File: src/rtl/fe_capture_ctrl_pkg.sv
// Shared state encodings and helpers for the front-end capture sequencer.
package fe_capture_ctrl_pkg;

  localparam int FE_CTRL_STATE_W = 3;

  typedef enum logic [FE_CTRL_STATE_W-1:0] {
    FE_CTRL_S_IDLE       = 3'd0,
    FE_CTRL_S_WAIT_MATCH = 3'd1,
    FE_CTRL_S_DELAY      = 3'd2,
    FE_CTRL_S_CAPTURE    = 3'd3,
    FE_CTRL_S_DONE       = 3'd4
  } fe_ctrl_state_e;

  // Map any unused encoding onto IDLE so status never reports a bogus state.
  function automatic fe_ctrl_state_e fe_ctrl_decode(input logic [FE_CTRL_STATE_W-1:0] code);
    fe_ctrl_state_e result;
    case (code)
      3'd1:    result = FE_CTRL_S_WAIT_MATCH;
      3'd2:    result = FE_CTRL_S_DELAY;
      3'd3:    result = FE_CTRL_S_CAPTURE;
      3'd4:    result = FE_CTRL_S_DONE;
      default: result = FE_CTRL_S_IDLE;
    endcase
    return result;
  endfunction

endpackage

File: src/rtl/fe_trigger_delay.sv
// Loadable down-counter that times the gap between trigger and capture start.
// It stops at zero; the zero flag tells the sequencer the delay has expired.
module fe_trigger_delay #(
  parameter int pDELAY_WIDTH = 20
) (
  input  logic                    fe_clk,
  input  logic                    rst,
  input  logic                    i_load,
  input  logic [pDELAY_WIDTH-1:0] i_load_val,
  input  logic                    i_en,
  output logic [pDELAY_WIDTH-1:0] o_value,
  output logic                    o_zero
);

  localparam logic [pDELAY_WIDTH-1:0] DLY_ZERO = {pDELAY_WIDTH{1'b0}};
  localparam logic [pDELAY_WIDTH-1:0] DLY_ONE  = {{(pDELAY_WIDTH-1){1'b0}}, 1'b1};

  logic [pDELAY_WIDTH-1:0] r_count;

  // Load takes priority; otherwise count down while enabled, holding at zero.
  always_ff @(posedge fe_clk or posedge rst) begin
    if (rst) begin
      r_count <= DLY_ZERO;
    end else if (i_load) begin
      r_count <= i_load_val;
    end else if (i_en && (r_count != DLY_ZERO)) begin
      r_count <= r_count - DLY_ONE;
    end else begin
      r_count <= r_count;
    end
  end

  assign o_value = r_count;
  assign o_zero  = (r_count == DLY_ZERO);

endmodule

File: src/rtl/fe_capture_ctrl.sv
// Capture sequencer for the front-end capture path: turns the software arm
// level and pattern-match pulses into capture-enable / FIFO-flush controls,
// applies the trigger delay, counts FIFO writes and reports status.
module fe_capture_ctrl
  import fe_capture_ctrl_pkg::*;
#(
  parameter int pLEN_WIDTH   = 16,
  parameter int pDELAY_WIDTH = 20
) (
  input  logic                       fe_clk,
  input  logic                       reset_i,
  input  logic                       I_arm,
  input  logic                       I_trigger_mode,
  input  logic                       I_match,
  input  logic [pDELAY_WIDTH-1:0]    I_trigger_delay,
  input  logic [pLEN_WIDTH-1:0]      I_capture_len,
  input  logic                       I_data_wr,
  input  logic                       I_fifo_full,
  output logic                       O_capture_enable,
  output logic                       O_fifo_flush,
  output logic [FE_CTRL_STATE_W-1:0] O_state,
  output logic                       O_triggered,
  output logic                       O_done,
  output logic                       O_overflow,
  output logic [pLEN_WIDTH-1:0]      O_entry_count
);

  localparam logic [pLEN_WIDTH-1:0]   LEN_ZERO = {pLEN_WIDTH{1'b0}};
  localparam logic [pLEN_WIDTH-1:0]   LEN_ONE  = {{(pLEN_WIDTH-1){1'b0}}, 1'b1};
  localparam logic [pLEN_WIDTH-1:0]   LEN_MAX  = {pLEN_WIDTH{1'b1}};
  localparam logic [pDELAY_WIDTH-1:0] DLY_ZERO = {pDELAY_WIDTH{1'b0}};
  localparam logic [pDELAY_WIDTH-1:0] DLY_ONE  = {{(pDELAY_WIDTH-1){1'b0}}, 1'b1};

  logic [1:0]              r_rst_pipe;
  logic                    w_rst;
  logic                    r_arm_d;
  fe_ctrl_state_e          r_state;
  logic                    r_flush;
  logic                    r_triggered;
  logic                    r_overflow;
  logic [pLEN_WIDTH-1:0]   r_count;

  logic                    w_arm_edge;
  logic                    w_len_zero;
  logic                    w_delay_cfg_zero;
  logic [pLEN_WIDTH:0]     w_len_sum;
  logic                    w_len_reached;
  logic [pLEN_WIDTH-1:0]   w_count_inc;
  logic                    w_trig;
  logic                    w_dly_load;
  logic [pDELAY_WIDTH-1:0] w_dly_load_val;
  logic                    w_dly_en;
  logic                    w_dly_zero;
  logic [pDELAY_WIDTH-1:0] w_unused_dly_value;

  // Reset asserts immediately but is released only on a clock edge, two flops deep.
  always_ff @(posedge fe_clk or posedge reset_i) begin
    if (reset_i) begin
      r_rst_pipe <= 2'b11;
    end else begin
      r_rst_pipe <= {r_rst_pipe[0], 1'b0};
    end
  end

  assign w_rst = r_rst_pipe[1];

  assign w_arm_edge       = I_arm & ~r_arm_d;
  assign w_len_zero       = (I_capture_len == LEN_ZERO);
  assign w_delay_cfg_zero = (I_trigger_delay == DLY_ZERO);
  // The write arriving this cycle counts toward the length, so stop on it.
  assign w_len_sum        = {1'b0, r_count} + {{pLEN_WIDTH{1'b0}}, I_data_wr};
  assign w_len_reached    = (w_len_sum >= {1'b0, I_capture_len});
  assign w_dly_load_val   = I_trigger_delay - DLY_ONE;
  assign w_dly_load       = w_trig & ~w_delay_cfg_zero;
  assign w_dly_en         = (r_state == FE_CTRL_S_DELAY);

  // Saturating write counter increment; writes count in every state.
  always_comb begin
    w_count_inc = r_count;
    if (I_data_wr && (r_count != LEN_MAX)) begin
      w_count_inc = r_count + LEN_ONE;
    end else begin
      w_count_inc = r_count;
    end
  end

  // Trigger event: immediate on arm in mode 0, or a match while waiting in mode 1.
  always_comb begin
    w_trig = 1'b0;
    case (r_state)
      FE_CTRL_S_IDLE, FE_CTRL_S_DONE: begin
        if (w_arm_edge && !w_len_zero && !I_trigger_mode) begin
          w_trig = 1'b1;
        end else begin
          w_trig = 1'b0;
        end
      end
      FE_CTRL_S_WAIT_MATCH: begin
        if (I_arm && I_match) begin
          w_trig = 1'b1;
        end else begin
          w_trig = 1'b0;
        end
      end
      default: w_trig = 1'b0;
    endcase
  end

  fe_trigger_delay #(
    .pDELAY_WIDTH (pDELAY_WIDTH)
  ) u_trigger_delay (
    .fe_clk     (fe_clk),
    .rst        (w_rst),
    .i_load     (w_dly_load),
    .i_load_val (w_dly_load_val),
    .i_en       (w_dly_en),
    .o_value    (w_unused_dly_value),
    .o_zero     (w_dly_zero)
  );

  // Sequencer FSM with its sticky status flags, flush pulse and entry counter.
  always_ff @(posedge fe_clk or posedge w_rst) begin
    if (w_rst) begin
      r_arm_d     <= 1'b0;
      r_state     <= FE_CTRL_S_IDLE;
      r_flush     <= 1'b0;
      r_triggered <= 1'b0;
      r_overflow  <= 1'b0;
      r_count     <= LEN_ZERO;
    end else begin
      r_arm_d <= I_arm;
      r_flush <= 1'b0;
      r_count <= w_count_inc;
      case (r_state)
        FE_CTRL_S_IDLE, FE_CTRL_S_DONE: begin
          if (w_arm_edge) begin
            r_flush     <= 1'b1;
            r_count     <= LEN_ZERO;
            r_triggered <= w_trig;
            r_overflow  <= 1'b0;
            if (w_len_zero) begin
              r_state <= FE_CTRL_S_DONE;
            end else if (I_trigger_mode) begin
              r_state <= FE_CTRL_S_WAIT_MATCH;
            end else if (w_delay_cfg_zero) begin
              r_state <= FE_CTRL_S_CAPTURE;
            end else begin
              r_state <= FE_CTRL_S_DELAY;
            end
          end else if ((r_state == FE_CTRL_S_DONE) && !I_arm) begin
            r_state <= FE_CTRL_S_IDLE;
          end else begin
            r_state <= r_state;
          end
        end
        FE_CTRL_S_WAIT_MATCH: begin
          if (!I_arm) begin
            r_state <= FE_CTRL_S_IDLE;
          end else if (I_match) begin
            r_triggered <= 1'b1;
            r_state     <= w_delay_cfg_zero ? FE_CTRL_S_CAPTURE : FE_CTRL_S_DELAY;
          end else begin
            r_state <= FE_CTRL_S_WAIT_MATCH;
          end
        end
        FE_CTRL_S_DELAY: begin
          if (!I_arm) begin
            r_state <= FE_CTRL_S_IDLE;
          end else if (w_dly_zero) begin
            r_state <= FE_CTRL_S_CAPTURE;
          end else begin
            r_state <= FE_CTRL_S_DELAY;
          end
        end
        FE_CTRL_S_CAPTURE: begin
          if (!I_arm) begin
            r_state <= FE_CTRL_S_IDLE;
          end else if (w_len_reached) begin
            r_state <= FE_CTRL_S_DONE;
          end else if (I_fifo_full) begin
            r_overflow <= 1'b1;
            r_state    <= FE_CTRL_S_DONE;
          end else begin
            r_state <= FE_CTRL_S_CAPTURE;
          end
        end
        default: r_state <= FE_CTRL_S_IDLE;
      endcase
    end
  end

  assign O_state          = fe_ctrl_decode(r_state);
  assign O_capture_enable = (r_state == FE_CTRL_S_CAPTURE);
  assign O_done           = (r_state == FE_CTRL_S_DONE);
  assign O_fifo_flush     = r_flush;
  assign O_triggered      = r_triggered;
  assign O_overflow       = r_overflow;
  assign O_entry_count    = r_count;

endmodule

File: config.mk
export PLATFORM = sky130hd
export DESIGN_NAME = fe_capture_ctrl
export DESIGN_NICKNAME = d
export VERILOG_FILES = /design/src/rtl/fe_capture_ctrl_pkg.sv /design/src/rtl/fe_trigger_delay.sv /design/src/rtl/fe_capture_ctrl.sv
export SDC_FILE = /design/constraint.sdc
export NUM_CORES = 1
export LEC_CHECK = 0
export CELL_PAD_IN_SITES_DETAIL_PLACEMENT = 0
export CELL_PAD_IN_SITES_GLOBAL_PLACEMENT = 2
export CORE_ASPECT_RATIO = 1.1
export CORE_MARGIN = 3
export CORE_UTILIZATION = 32
export DETAILED_ROUTE_END_ITERATION = 12
export PLACE_DENSITY_LB_ADDON = 0.1
export SYNTH_ARGS = -nofsm -noshare
export SYNTH_HDL_FRONTEND = slang
export SYNTH_SLANG_ARGS = --single-unit
File: constraint.sdc
create_clock -name fe_clk -period 1.5 [get_ports fe_clk]
set_input_delay 0.3 -clock fe_clk [delete_from_list [all_inputs] [get_ports fe_clk]]
set_output_delay 0.3 -clock fe_clk [all_outputs]
set_load 0.05 [all_outputs]
# --- Word-level counts from Yosys, hierarchy flattened ---
# Cells that the tools add are included.
totals:
  ff_bits: 45
  elab_cells: 82
classes:
  n_addsub: 4
  magnitude_cmp: 1
  eq_ne: 12
  mux: 33
  n_bitwise: 4
  n_reduce_logical: 20
ops:
  columns: ["operator", "count"]
  rows:
  - ["2-to-1 mux 16 bit", 3]
  - ["logical NOT 20 bit", 2]
  - ["2-to-1 mux 20 bit", 2]
  - ["subtractor 20 x 1 -> 20 bit (second input constant)", 2]
  - ["2-to-1 mux 3 bit", 8]
  - ["case mux 3 bit (4 select lines)", 2]
  - ["nonzero test 20 bit", 1]
  - ["adder 16 x 1 -> 17 bit", 1]
  - [">= comparator 17 x 16 -> 1 bit", 1]
  - ["adder 16 x 1 -> 16 bit (second input constant)", 1]
  - ["logical NOT 16 bit", 1]
  - ["inequality test 16 bit (second input constant)", 1]
  - ["2-to-1 mux 1 bit", 13]
  - ["inequality test 2 bit (second input constant)", 6]
  - ["equality test 3 x 2 -> 1 bit (second input constant)", 2]
  - ["logical AND 1 bit", 6]
  - ["case mux 1 bit (2 select lines)", 3]
  - ["nonzero test 2 bit", 3]
  - ["AND reduction 5 bit", 1]
  - ["2-to-1 mux 2 bit", 2]
  - ["AND reduction 4 bit", 1]
  - ["equality test 3 x 1 -> 1 bit (second input constant)", 1]
  - ["equality test 3 bit (second input constant)", 1]
  - ["logical NOT 1 bit", 3]
  - ["other kinds (5)", 7]

# --- Depth between registers and ports, before layout ---
# Gate-level depths: netlist of run 1.
logic_depth:
  ltp_word: 8
  ltp_mapped: 15

# --- Modules after synthesis ---
# A second synthesis of run 1 with hierarchy kept.
unflattened:
  cells_unflattened: 424
  area_unflattened_um2: 3649.8
by_module_without_submodules:
  columns: ["module", "instances", "cells_per_inst", "area_per_inst_um2"]
  rows:
  - ["fe_capture_ctrl", 1, 286, 2386.0]
  - ["fe_trigger_delay", 1, 138, 1263.7]

# --- Worst setup path after synthesis of run 1 ---
# No wires, ideal clock.
synth_timing:
  path_type: "input-to-reg"
  from: "input I_trigger_delay[15]"
  to: "register u_trigger_delay.r_count[14] (netlist: u_trigger_delay.o_value[14])"
  setup_time_ps: 87
  t_arrival_ps: 3454
  t_required_ps: 1413
  path_slack_ps: -2041
  cell_stages: 13
  path_buffers: 2
  cell_sequence: "or3_1 -> nand4bb_1 -> or2_1 -> buf_2 -> nand2_1 -> buf_1 -> mux2i_1 -> ha_1 -> nor4b_2 -> and3_1 -> o22ai_2 -> or4_1 -> o211ai_1"
synth_between:
  elab_chain_len: 4
  elab_cells_between_ends: 5
  classes_between: "mux: 1; bitwise: 2; reduce/logical: 2"
synth_rtl:
  columns: ["item", "line", "source"]
  rows:
  - ["from (decl)", "fe_capture_ctrl.sv:15", "input logic [pDELAY_WIDTH-1:0] I_trigger_delay,"]
  - ["logical NOT 20 bit (*)", "fe_capture_ctrl.sv:69", "assign w_delay_cfg_zero = (I_trigger_delay == DLY_ZERO);"]
  - ["inverter 1 bit (*)", "fe_capture_ctrl.sv:74", "assign w_dly_load = w_trig & ~w_delay_cfg_zero;"]
  - ["AND 1 bit (*)", "fe_capture_ctrl.sv:74", null]
  - ["2-to-1 mux 20 bit / nonzero test 2 bit (equally long branches)", null, null]
  - ["to (signal assigned)", "fe_trigger_delay.sv:25", "r_count <= i_load_val;"]
  - ["to (signal assigned)", "fe_trigger_delay.sv:27", "r_count <= r_count - DLY_ONE;"]
  - ["to (signal assigned)", "fe_trigger_delay.sv:29", "r_count <= r_count;"]
  - ["to (decl)", "fe_trigger_delay.sv:18", "logic [pDELAY_WIDTH-1:0] r_count;"]
# Mark *: on every way between the ends. The rest lies on a longest branch, timed or not.
# A chain may end at the register's enable or synchronous reset.

# --- Final worst setup path of run 1 ---
layout_timing:
  from: "input I_trigger_delay[17]"
  to: "register u_trigger_delay.r_count[14] (netlist: u_trigger_delay.o_value[14])"
# The elaborated chain is that of the path after synthesis.

==> summary.txt, run 1 <==
Status
  – Status: finished with violations
  – Failing checks: negative setup slack

Synthesis
  – Register area share after synthesis: 0.314
  – Top cells by area, synth: dfrtp_1 30%, ha_1 7.0%, xnor2_1 6.8%
  – Yosys cell types: 60
  – Post-synthesis register bit count: 45
  – XOR/XNOR share of the synthesized area: 0.129
  – Avg Cell Area, Syn: 8.61 um2
  – Synth Area in Simple Gates: 0.284
  – Cell count after synthesis: 417
  – Mapped cell area: 3590 um2
  – Synth top area share: 0.300
  – Top post-synthesis cells by count: 43 x dfrtp_1, 42 x nor2_1, 32 x nand2_1, 28 x xnor2_1, 25 x xor2_1
  – Syn nets: 480
  – Post-synthesis compound-gate area fraction: 0.149
  – Warnings from Yosys: 0
  – FFs w/ async S/R, synth: 1.00
  – Number of flops mapped to enable cells by yosys: 0
  – Most common cell in the synthesized netlist: dfrtp_1
  – Mux cell area share after synthesis: 0.0195
  – Primary FF master, synth: dfrtp_1
  – Synth Area in Adders: 0.0697
  – Main combinational cell family by area after synthesis: simple AND/OR/NAND/NOR gates
  – Largest area contributor in the netlist: dfrtp_1

Min path
  – Worst min-delay path category: reg2async

Clock network
  – # hold bufs at CTS: 0
  – H-tree levels: 2
  – Sink Count: 45
  – CTS max path bufs: 2
  – Clk_lat worst skew: 0.29 ns
  – Clock slew at reported path FFs: 0.07 ns
  – TritonCTS Buffers: 5
  – CTS Root Cell: clkbuf_16
  – CTS tree: yes

Timing
  – RSZ-0062 raised after global routing: yes
  – Final period util: 1.93
  – Clock skew: 0.00485 ns
  – Hold WS: 0.255 ns
  – Final Hold Vio Count: 0
  – Final Max Tran Viols: 0
  – Minimum clock period: 2.89 ns
  – Final Setup Violations: 45
  – Max Fclk: 346 MHz
  – Setup ws final: -1.39 ns

Flow run
  – Total of max-cap violations: 0

Pwr
  – Switching pwr: 2190 uW
  – Combinational Power Share: 0.503
  – Max IR drop VDD: 0.613 mV
  – Clock share of power: 0.220
  – Switching Share: 0.359
  – Pwr Density: 876 nW/um2
  – P_leak: 0.00308 uW
  – P_int: 3900 uW
  – Register share of total power: 0.277

Worst setup path
  – Crit. End Element: register
  – Reg2Reg Depth: 12
  – R2r setup slk: -1.39 ns
  – CP Max Fanout: 4
  – Critical Path Start: I_trigger_delay[17]
  – Critical path's largest stage delay: 0.49 ns
  – Critical-path top delay cell: or4_1
  – CP arrival: 3.10 ns
  – Worst-path cell chain: clkdlybuf4s50_1, nand4bb_4, or2_4, nand2_4, mux2i_1, ha_2, nand3b_1, nor2b_2, a21boi_4, o22ai_4, or4_1, o211ai_1
  – Worst Path Required: 1.71 ns
  – Critical R2R Launch: r_state[1]$_DFFE_PP0P_
  – CP Launch Type: input pin
  – Setup Crit Path Kind: in2reg

Drt
  – Antenna Nets Post-Route: 0
  – Drt wl/cell: 15.5 um
  – Number of detailed-route iterations in the first pass: 4
  – DRC viols: 0
  – Vias: 4106
  – Vias per cell: 5.00
  – Initial detailed-routing violation count: 147
  – Routed Wire Length: 12.8 mm

Die
  – Die Wd: 107 um
  – Die Y: 117 um
  – Core area: 10700 um2
  – Ports: 67
  – Initial Utilization: 0.336
  – Num rows: 39
  – Die Area: 12500 um2

Place
  – Setup WS pre-CTS: -2.04 ns
  – IO Port Bufs: 66
  – DP HPWL: 9.56 mm
  – Routability cong.: 0.882

GRT
  – Initial antenna violation count: 0
  – Vias in the first global route: 4396
  – Gr usage total: 0.210
  – Largest net degree at the start of global routing: 31
  – Global route overflow: 0
  – First-pass GRT wire length: 20.9 mm

Cells and area
  – Nets: 741
  – Fin util: 0.651
  – ANT cells: 0
  – Fillers: 874
  – Synth-to-Final Area Change: 93.6%
  – Share of cells above drive strength 1: 0.549
## metrics by stage
step | std cells | cell area (um2) | power, uW | setup TNS, ns
final | 822 | 6950 | 6090 | -31.28
after global routing | 822 | 6950 | 6430 | -35.76
after CTS | 812 | 6730 | 5940 | -31.49
after detailed placement | 772 | 6000 | 4320 | -43.21
after global placement | 772 | 6000 | 4270 | -41.93
after floorplan | 417 | 3830 | 2920 | -30.07
## registers in the layout, indices dropped and copies added (netlist names)
signal and flops:
O_fifo_flush 1, r_arm_d 1, r_state 3, r_rst_pipe 2, O_overflow 1, O_triggered 1, u_trigger_delay.o_value 20, O_entry_count 16
## power by group through the flow
stage | sequential [uW] | combinational [uW] | clock, uW
after detailed placement | 1680 | 2640 | 0
after CTS | 1680 | 2890 | 1370
after floorplan | 1950 | 962 | 0
final | 1690 | 3060 | 1340
after global placement | 1670 | 2610 | 0
after global routing | 1730 | 3300 | 1410
## worst paths after layout
check                                                          end
max                        u_trigger_delay.o_value[14]$_DFFE_PP0P_
min                         u_trigger_delay.o_value[5]$_DFFE_PP0P_
max reg2reg                u_trigger_delay.o_value[14]$_DFFE_PP0P_
min reg2reg                 u_trigger_delay.o_value[5]$_DFFE_PP0P_
max in group asynchronous                   r_state[0]$_DFFE_PP0P_
min in group fe_clk         u_trigger_delay.o_value[0]$_DFFE_PP0P_
## cell usage in the layout, fill, tap and decap left out, types with 14 or more instances in the layout
master and n:
dfrtp_1 26, ha_1 17, nand3_1 15, nand2_1 23, nor2_1 31, a21oi_1 14, inv_1 20, buf_4 169
buf_6 31, xor2_1 24, xnor2_1 24, dfrtp_2 17, buf_12 25
## cells by family after synthesis
logic type | Yosys count
compound gates | 75
xor+xnor | 53
fa+ha+maj | 20
buf+inv | 31
flops | 45
mux | 7
other cells | 1
simple gates | 185
## layout make-up
class / instances / area, um2 / share of cell area
Clock buffer: 5 / 125 / 0.0180
Sequential cell: 45 / 1150 / 0.165
Tap cell: 143 / 179 / 0.0257
Clock inverter: 3 / 47.5 / 0.00684
Timing Repair Buffer: 264 / 2420 / 0.349
Inverter: 21 / 78.8 / 0.0113
Multi-Input combinational cell: 341 / 2950 / 0.424
## metal layers
layer / global-route usage / vias to the layer above / share of wire
li1: - / 2043 / -
met1: 0.235 / 1967 / 0.40
met2: 0.408 / 79 / 0.55
met3: 0.0285 / 17 / 0.031
met4: 0.0759 / 0 / 0.017
met5: 0 / - / 0
## worst max-delay path: cells and delay by family
kind	cells	cell delay, ns
fa+ha+maj	1	0.24
mux	1	0.22
simple gates	6	1.45
compound gates	3	0.44
buf+inv	1	0.45
## repair_timing
item,CTS,global route
endpoints found under the setup margin,44,46
pin swaps,71,43
buffers inserted,33,19
cloned,1,0
resized for setup,156,64
No activity file was read; power rests on OpenSTA's default activity.
==> run 2, diff against run 1 <==
- ABC_AREA: not set -> 1
- CORE_UTILIZATION: 32 -> 29
==> run 2 against run 1 <==
Net effect: the run still ends with negative setup slack left; via count grew 25%; routed wire length grew 29%; final area grew 25%; critical path depth grew 5; sequential share of layout area shrank 3.3 points; global-route usage grew 0.32 points; flip-flop and latch count is the same; critical endpoint is now u_trigger_delay.o_value[10]$_DFFE_PP0P_.
==> summary.txt, run 2 <==
Timing
  – Final Setup Violations: 45
  – Max Fclk: 421 MHz
  – Minimum clock period: 2.38 ns
  – Final Hold Vio Count: 0
  – Setup ws final: -0.877 ns
  – Hold WS: 0.291 ns
  – Final Max Tran Viols: 0
  – Clock skew: 0.00536 ns
  – Final period util: 1.58
  – RSZ-0062 raised after global routing: yes

Synthesis
  – Top post-synthesis cells by count: 170 x nand2_1, 96 x inv_1, 65 x nor2_1, 58 x nand3_1, 43 x dfrtp_1
  – Syn nets: 679
  – Top cells by area, synth: dfrtp_1 27%, nand2_1 16%, inv_1 9.1%
  – Avg Cell Area, Syn: 6.42 um2
  – Mapped cell area: 3960 um2
  – Post-synthesis register bit count: 45
  – Most common cell in the synthesized netlist: nand2_1
  – Number of flops mapped to enable cells by yosys: 0
  – Synth top area share: 0.272
  – Cell count after synthesis: 616
  – FFs w/ async S/R, synth: 1.00
  – Primary FF master, synth: dfrtp_1
  – Warnings from Yosys: 0
  – Yosys cell types: 37
  – Largest area contributor in the netlist: dfrtp_1
  – Register area share after synthesis: 0.285

Die
  – Die Area: 15100 um2
  – Initial Utilization: 0.298
  – Ports: 67
  – Core area: 13300 um2
  – Die Y: 129 um
  – Num rows: 44
  – Die Wd: 117 um

Drt
  – Vias: 5113
  – Drt wl/cell: 15.0 um
  – Routed Wire Length: 16.5 mm
  – Number of detailed-route iterations in the first pass: 4
  – DRC viols: 0
  – Initial detailed-routing violation count: 161
  – Vias per cell: 4.66
  – Antenna Nets Post-Route: 0

Worst setup path
  – Crit. End Element: register
  – Stages on worst setup path: 17
  – Reg2Reg Depth: 17
  – CP Launch Type: register
  – Critical R2R Launch: r_arm_d$_DFF_PP0_
  – Setup Crit Path Kind: reg2reg
  – Critical R2R Capture: u_trigger_delay.o_value[10]$_DFFE_PP0P_
  – Critical path's largest stage delay: 0.38 ns
  – Most Frequent Cell on Critical Path: nand2_2
  – CP arrival: 2.56 ns
  – Worst-path cell chain: or2_4, nor2_4, nand3_2, nand2_4, buf_12, nand3_4, nand2_4, ha_4, inv_4, a21oi_4, nand2_2, nor2_4, nand2_2, nand2_2, nand2_2, nand2_2, nand2_1
  – Cell family with most CP delay: simple AND/OR/NAND/NOR gates
  – Critical Path Start: r_arm_d$_DFF_PP0_
  – R2r setup slk: -0.88 ns
  – Crit path buf inv count: 2
  – CP Max Fanout: 6
  – Worst Path Required: 1.69 ns
  – Critical-path top delay cell: dfrtp_1

Cells and area
  – ANT cells: 0
  – Nets: 975
  – Commonest non-fill, non-tap cell in the layout: buf_4
  – Layout Cell Area excl Fill: 8670 um2
  – Share of cells above drive strength 1: 0.583
  – Final non-filler cell total: 1097
  – Fillers: 1070
  – Max reg flops: 20
  – Synth-to-Final Area Change: 119%
  – Most frequent cells in the layout: 180 x buf_4, 97 x nand2_1, 75 x inv_1
  – Fin util: 0.654

Status
  – Status: finished with violations
  – Failing checks: negative setup slack

GRT
  – Gr usage total: 0.214
  – First-pass GRT wire length: 26.2 mm
  – Vias in the first global route: 5293
  – Initial antenna violation count: 0
  – Global route overflow: 0
  – Largest net degree at the start of global routing: 44

Clock network
  – Sink Count: 45
  – CTS Root Cell: clkbuf_16
  – TritonCTS Buffers: 5
  – Clk_lat worst skew: 0.29 ns
  – # hold bufs at CTS: 0
  – CTS tree: yes
  – H-tree levels: 2
  – Clock slew at reported path FFs: 0.07 ns
  – CTS max path bufs: 2

Place
  – DP HPWL: 11.2 mm
  – IO Port Bufs: 66
  – Cell total after placement: 1017
  – Area after DPL: 6670 um2
  – Routability cong.: 0.875
  – Setup WS pre-CTS: -1.35 ns

Pwr
  – P_leak: 0.00430 uW
  – Pwr Density: 1170 nW/um2
  – Max IR drop VDD: 0.889 mV

Min path
  – Worst min-delay path category: reg2async

Flow run
  – Total of max-cap violations: 0
## run 2: cell count changes after synthesis, moves of 8 or more
cell,change
and3_1,-9
inv_1,+75
nand2_1,+138
nand2_2,+11
nand3_1,+39
nor2_1,+23
nor2_2,+9
nor3_1,-8
o211ai_1,-8
o21ai_0,+16
or3_1,-9
or4_1,-8
xnor2_1,-25
xor2_1,-10
## run 2: area by class of cell
type	instances	area, um2	area share
clock buffer	6	129	0.0149
clock inverter	2	35.0	0.00404
inverter	101	405	0.0467
multi-input combinational	457	3670	0.423
sequential	45	1150	0.133
tap	184	230	0.0265
timing repair buffer	302	3050	0.352
## run 2: power by group
part           total, uW  leakage [uW]  internal [uW]  switching, uW
Sequential          1740      0.000559           1510            226
Combinational       7070       0.00366           3310           3760
Clock               1300     0.0000808            786            512
Total              10100       0.00430           5610           4500
## run 2: tightest hold or removal path: cells and delay by family (launching register included)
kind	cells	cell delay, ns
buffers and inverters	2	0.31
DFF	1	0.36
## run 2: layer usage
metal | share of wire | up-vias | track usage
met5 | 0 | - | 0
met4 | 0.035 | 0 | 0.0863
met3 | 0.025 | 34 | 0.0259
met2 | 0.54 | 91 | 0.409
met1 | 0.40 | 2430 | 0.242
li1 | - | 2558 | -
## run 2: repair_timing
action	in CTS	in global routing
cloned	5	1
pin swaps	101	89
endpoints found under the setup margin	45	46
setup buffers	61	29
resized for setup	249	107
## run 2: worst max path at each step
| stage | slack [ns] | to |
|---|---|---|
| final | -0.88 | u_trigger_delay.o_value[10]$_DFFE_PP0P_ |
| after global routing | -1.02 | r_state[0]$_DFFE_PP0P_ |
| after CTS | -0.88 | r_state[2]$_DFFE_PP0P_ |
| after detailed placement | -1.35 | u_trigger_delay.o_value[18]$_DFFE_PP0P_ |
| after global placement | -1.33 | u_trigger_delay.o_value[18]$_DFFE_PP0P_ |
| after floorplan | -0.86 | r_state[0]$_DFFE_PP0P_ |
## run 2: per-stage QoR
stage                     TNS, ns  power (uW)
final                      -24.29       10100
after global routing       -28.90       10800
after CTS                  -22.49        9240
after detailed placement   -37.53        6610
after global placement     -36.13        6570
after floorplan            -15.87        4390
## run 2: cells by family after synthesis
group / share of synthesized area
flip-flops: 0.285
adder cells (fa/ha/maj): 0.0632
AND/OR/NAND/NOR: 0.412
buffers and inverters: 0.118
other: 0.000948
AO/OA/AOI/OAI: 0.0809
XOR/XNOR: 0.0398
==> run 3, diff against run 2 <==
- CAP_MARGIN: not set -> 5
- TNS_END_PERCENT: not set -> 1
==> run 3 against run 2 <==
Net effect: the flow still finishes with violations (negative setup slack); non-clock buffer count down 70; fmax shrank 2.5%; clock skew up 0.0087 ns; sequential power hardly changed; worst setup slack worse by 0.061 ns; routed wire length shrank 16%; flip-flop and latch count unchanged; largest cell class unchanged.
==> summary.txt, run 3 (synthesis results as in run 2) <==
Timing
  – Setup_tns: -23.00 ns
  – Clock skew: 0.0140 ns
  – RSZ-0062 raised after global routing: yes
  – Final Max Tran Viols: 0
  – Minimum clock period: 2.44 ns
  – Final Setup Violations: 45
  – Max Fclk: 410 MHz
  – Setup ws final: -0.939 ns
  – Final Hold Vio Count: 0
  – Final period util: 1.63

Clock network
  – CTS max path bufs: 2
  – CTS tree: yes
  – Clock slew at reported path FFs: 0.07 ns
  – H-tree levels: 2
  – TritonCTS Buffers: 5
  – # hold bufs at CTS: 0
  – CTS Root Cell: clkbuf_16
  – Clk_lat worst skew: 0.30 ns
  – Sink Count: 45

Drt
  – DRC viols: 0
  – Top Layer Used: met4
  – Antenna Nets Post-Route: 0
  – Number of detailed-route iterations in the first pass: 4
  – Vias: 4683
  – WL met2: 7.34 mm
  – Vias per cell: 4.56
  – Met3 WL: 455 um
  – Initial detailed-routing violation count: 197
  – Met1 WL: 5.68 mm
  – Drt wl/cell: 13.5 um
  – Routed Wire Length: 13.9 mm

Status
  – Failing checks: negative setup slack
  – Status: finished with violations

Place
  – DP HPWL: 11.3 mm
  – IO Port Bufs: 66
  – Routability cong.: 0.889
  – Cell total after placement: 1016

Die
  – Die Y: 129 um
  – Core area: 13300 um2
  – Die Wd: 117 um
  – Ports: 67
  – Initial Utilization: 0.298
  – Die Area: 15100 um2
  – Num rows: 44

GRT
  – First-pass GRT wire length: 23.0 mm
  – Gr usage total: 0.188
  – Vias in the first global route: 4814
  – Initial antenna violation count: 0
  – Largest net degree at the start of global routing: 23
  – Global route overflow: 0

Worst setup path
  – CP Max Fanout: 5
  – Setup Crit Path Kind: reg2reg
  – Worst Path Required: 1.72 ns
  – Crit. End Element: register
  – CP Launch Type: register
  – CP arrival: 2.65 ns
  – R2r setup slk: -0.94 ns

Cells and area
  – Commonest non-fill, non-tap cell in the layout: buf_4
  – Max reg flops: 20
  – Most frequent cells in the layout: 153 x buf_4, 147 x nand2_1, 88 x inv_1
  – Nets: 905
  – Synth-to-Final Area Change: 74.8%
  – Final non-filler cell total: 1027
  – Share of cells above drive strength 1: 0.389
  – ANT cells: 0

Min path
  – Worst min-delay path category: reg2async

Pwr
  – Max IR drop VDD: 0.622 mV
  – P_leak: 0.00354 uW
  – Total Power: 7730 uW
  – Pwr Density: 1120 nW/um2

Flow run
  – Total of max-cap violations: 0
run 3: cell count changes in the layout (fill, tap and decap cells not counted), moves of 14 or more:
| cell | before | now |
|---|---|---|
| buf_4 | 180 | 153 |
| buf_6 | 35 | 9 |
| clkdlybuf4s50_1 | 5 | 31 |
| dlygate4sd2_1 | 35 | 5 |
| nand2_1 | 97 | 147 |
| nand2_4 | 44 | 4 |
| nand3_1 | 34 | 52 |
| nor2_1 | 25 | 46 |
| nor2_4 | 38 | 12 |
| o21ai_0 | 1 | 16 |
| o21ai_2 | 15 | 1 |
run 3: path summary, 6_finish.rpt:
kind / depth (start not counted) / start / endpoint
max: 14 / O_entry_count[0]$_DFF_PP0_ / r_state[2]$_DFFE_PP0P_
min in group fe_clk: 0 / r_rst_pipe[0]$_DFF_PP1_ / r_rst_pipe[1]$_DFF_PP1_
min: 2 / r_rst_pipe[1]$_DFF_PP1_ / O_entry_count[6]$_DFF_PP0_
max reg2reg: 14 / O_entry_count[0]$_DFF_PP0_ / r_state[2]$_DFFE_PP0P_
min reg2reg: 2 / r_rst_pipe[1]$_DFF_PP1_ / O_entry_count[6]$_DFF_PP0_
max in group asynchronous: 2 / r_rst_pipe[1]$_DFF_PP1_ / u_trigger_delay.o_value[7]$_DFFE_PP0P_
run 3: power by group:
part           switching [uW]  internal [uW]  leakage (uW)  total, uW
Sequential                194           1510      0.000566       1710
Clock                     537            962     0.0000944       1500
Combinational            2460           2060       0.00288       4520
Total                    3200           4530       0.00354       7730
run 3: final cells by class:
cell class / instances / area, um2
fillers: 1327 / 6350
multi-input cells: 457 / 2740
repair buffers: 232 / 2230
flip-flops and latches: 45 / 1140
inverters: 101 / 379
well taps: 184 / 230
clock buffers: 5 / 125
clock inverters: 3 / 68.8
run 3: metal layers:
| layer | vias up | GRT usage |
|---|---|---|
| li1 | 2413 | - |
| met1 | 2144 | 0.213 |
| met2 | 102 | 0.356 |
| met3 | 24 | 0.0233 |
| met4 | 0 | 0.0821 |
| met5 | - | 0 |
run 3: what timing repair did:
| item | in CTS | in global routing |
|---|---|---|
| gates cloned | 0 | 0 |
| setup buffers | 3 | 0 |
| hold endpoints to repair | 0 | 0 |
| gates resized for setup | 79 | 33 |
| endpoints found under the setup margin | 46 | 46 |
| pin swaps | 20 | 8 |
run 3: stage by stage:
step | utilization | worst slack [ns] | cell area (um2) | hold WS [ns]
6_report | 0.521 | -0.939 | 6920 | 0.299
5_1_grt | 0.521 | -1.11 | 6920 | 0.342
4_1_cts | 0.514 | -0.944 | 6820 | 0.316
3_5_place_dp | 0.477 | -1.45 | 6330 | 0.314
3_3_place_gp | 0.477 | -1.46 | 6330 | 0.307
2_1_floorplan | - | -0.868 | 4040 | 0.212
run 3: critical path, cell delays in order, from the launching register on:
cell and delay (ns):
dfrtp_2 0.43, ha_4 0.18, ha_4 0.18, nand2_8 0.09
nor2_2 0.04, xor2_1 0.13, ha_1 0.31, nand2_2 0.08
a2111oi_4 0.38, nand4_1 0.17, nand3_2 0.13, a21oi_4 0.04
nand2_1 0.06, nand2_1 0.06, o211ai_1 0.08
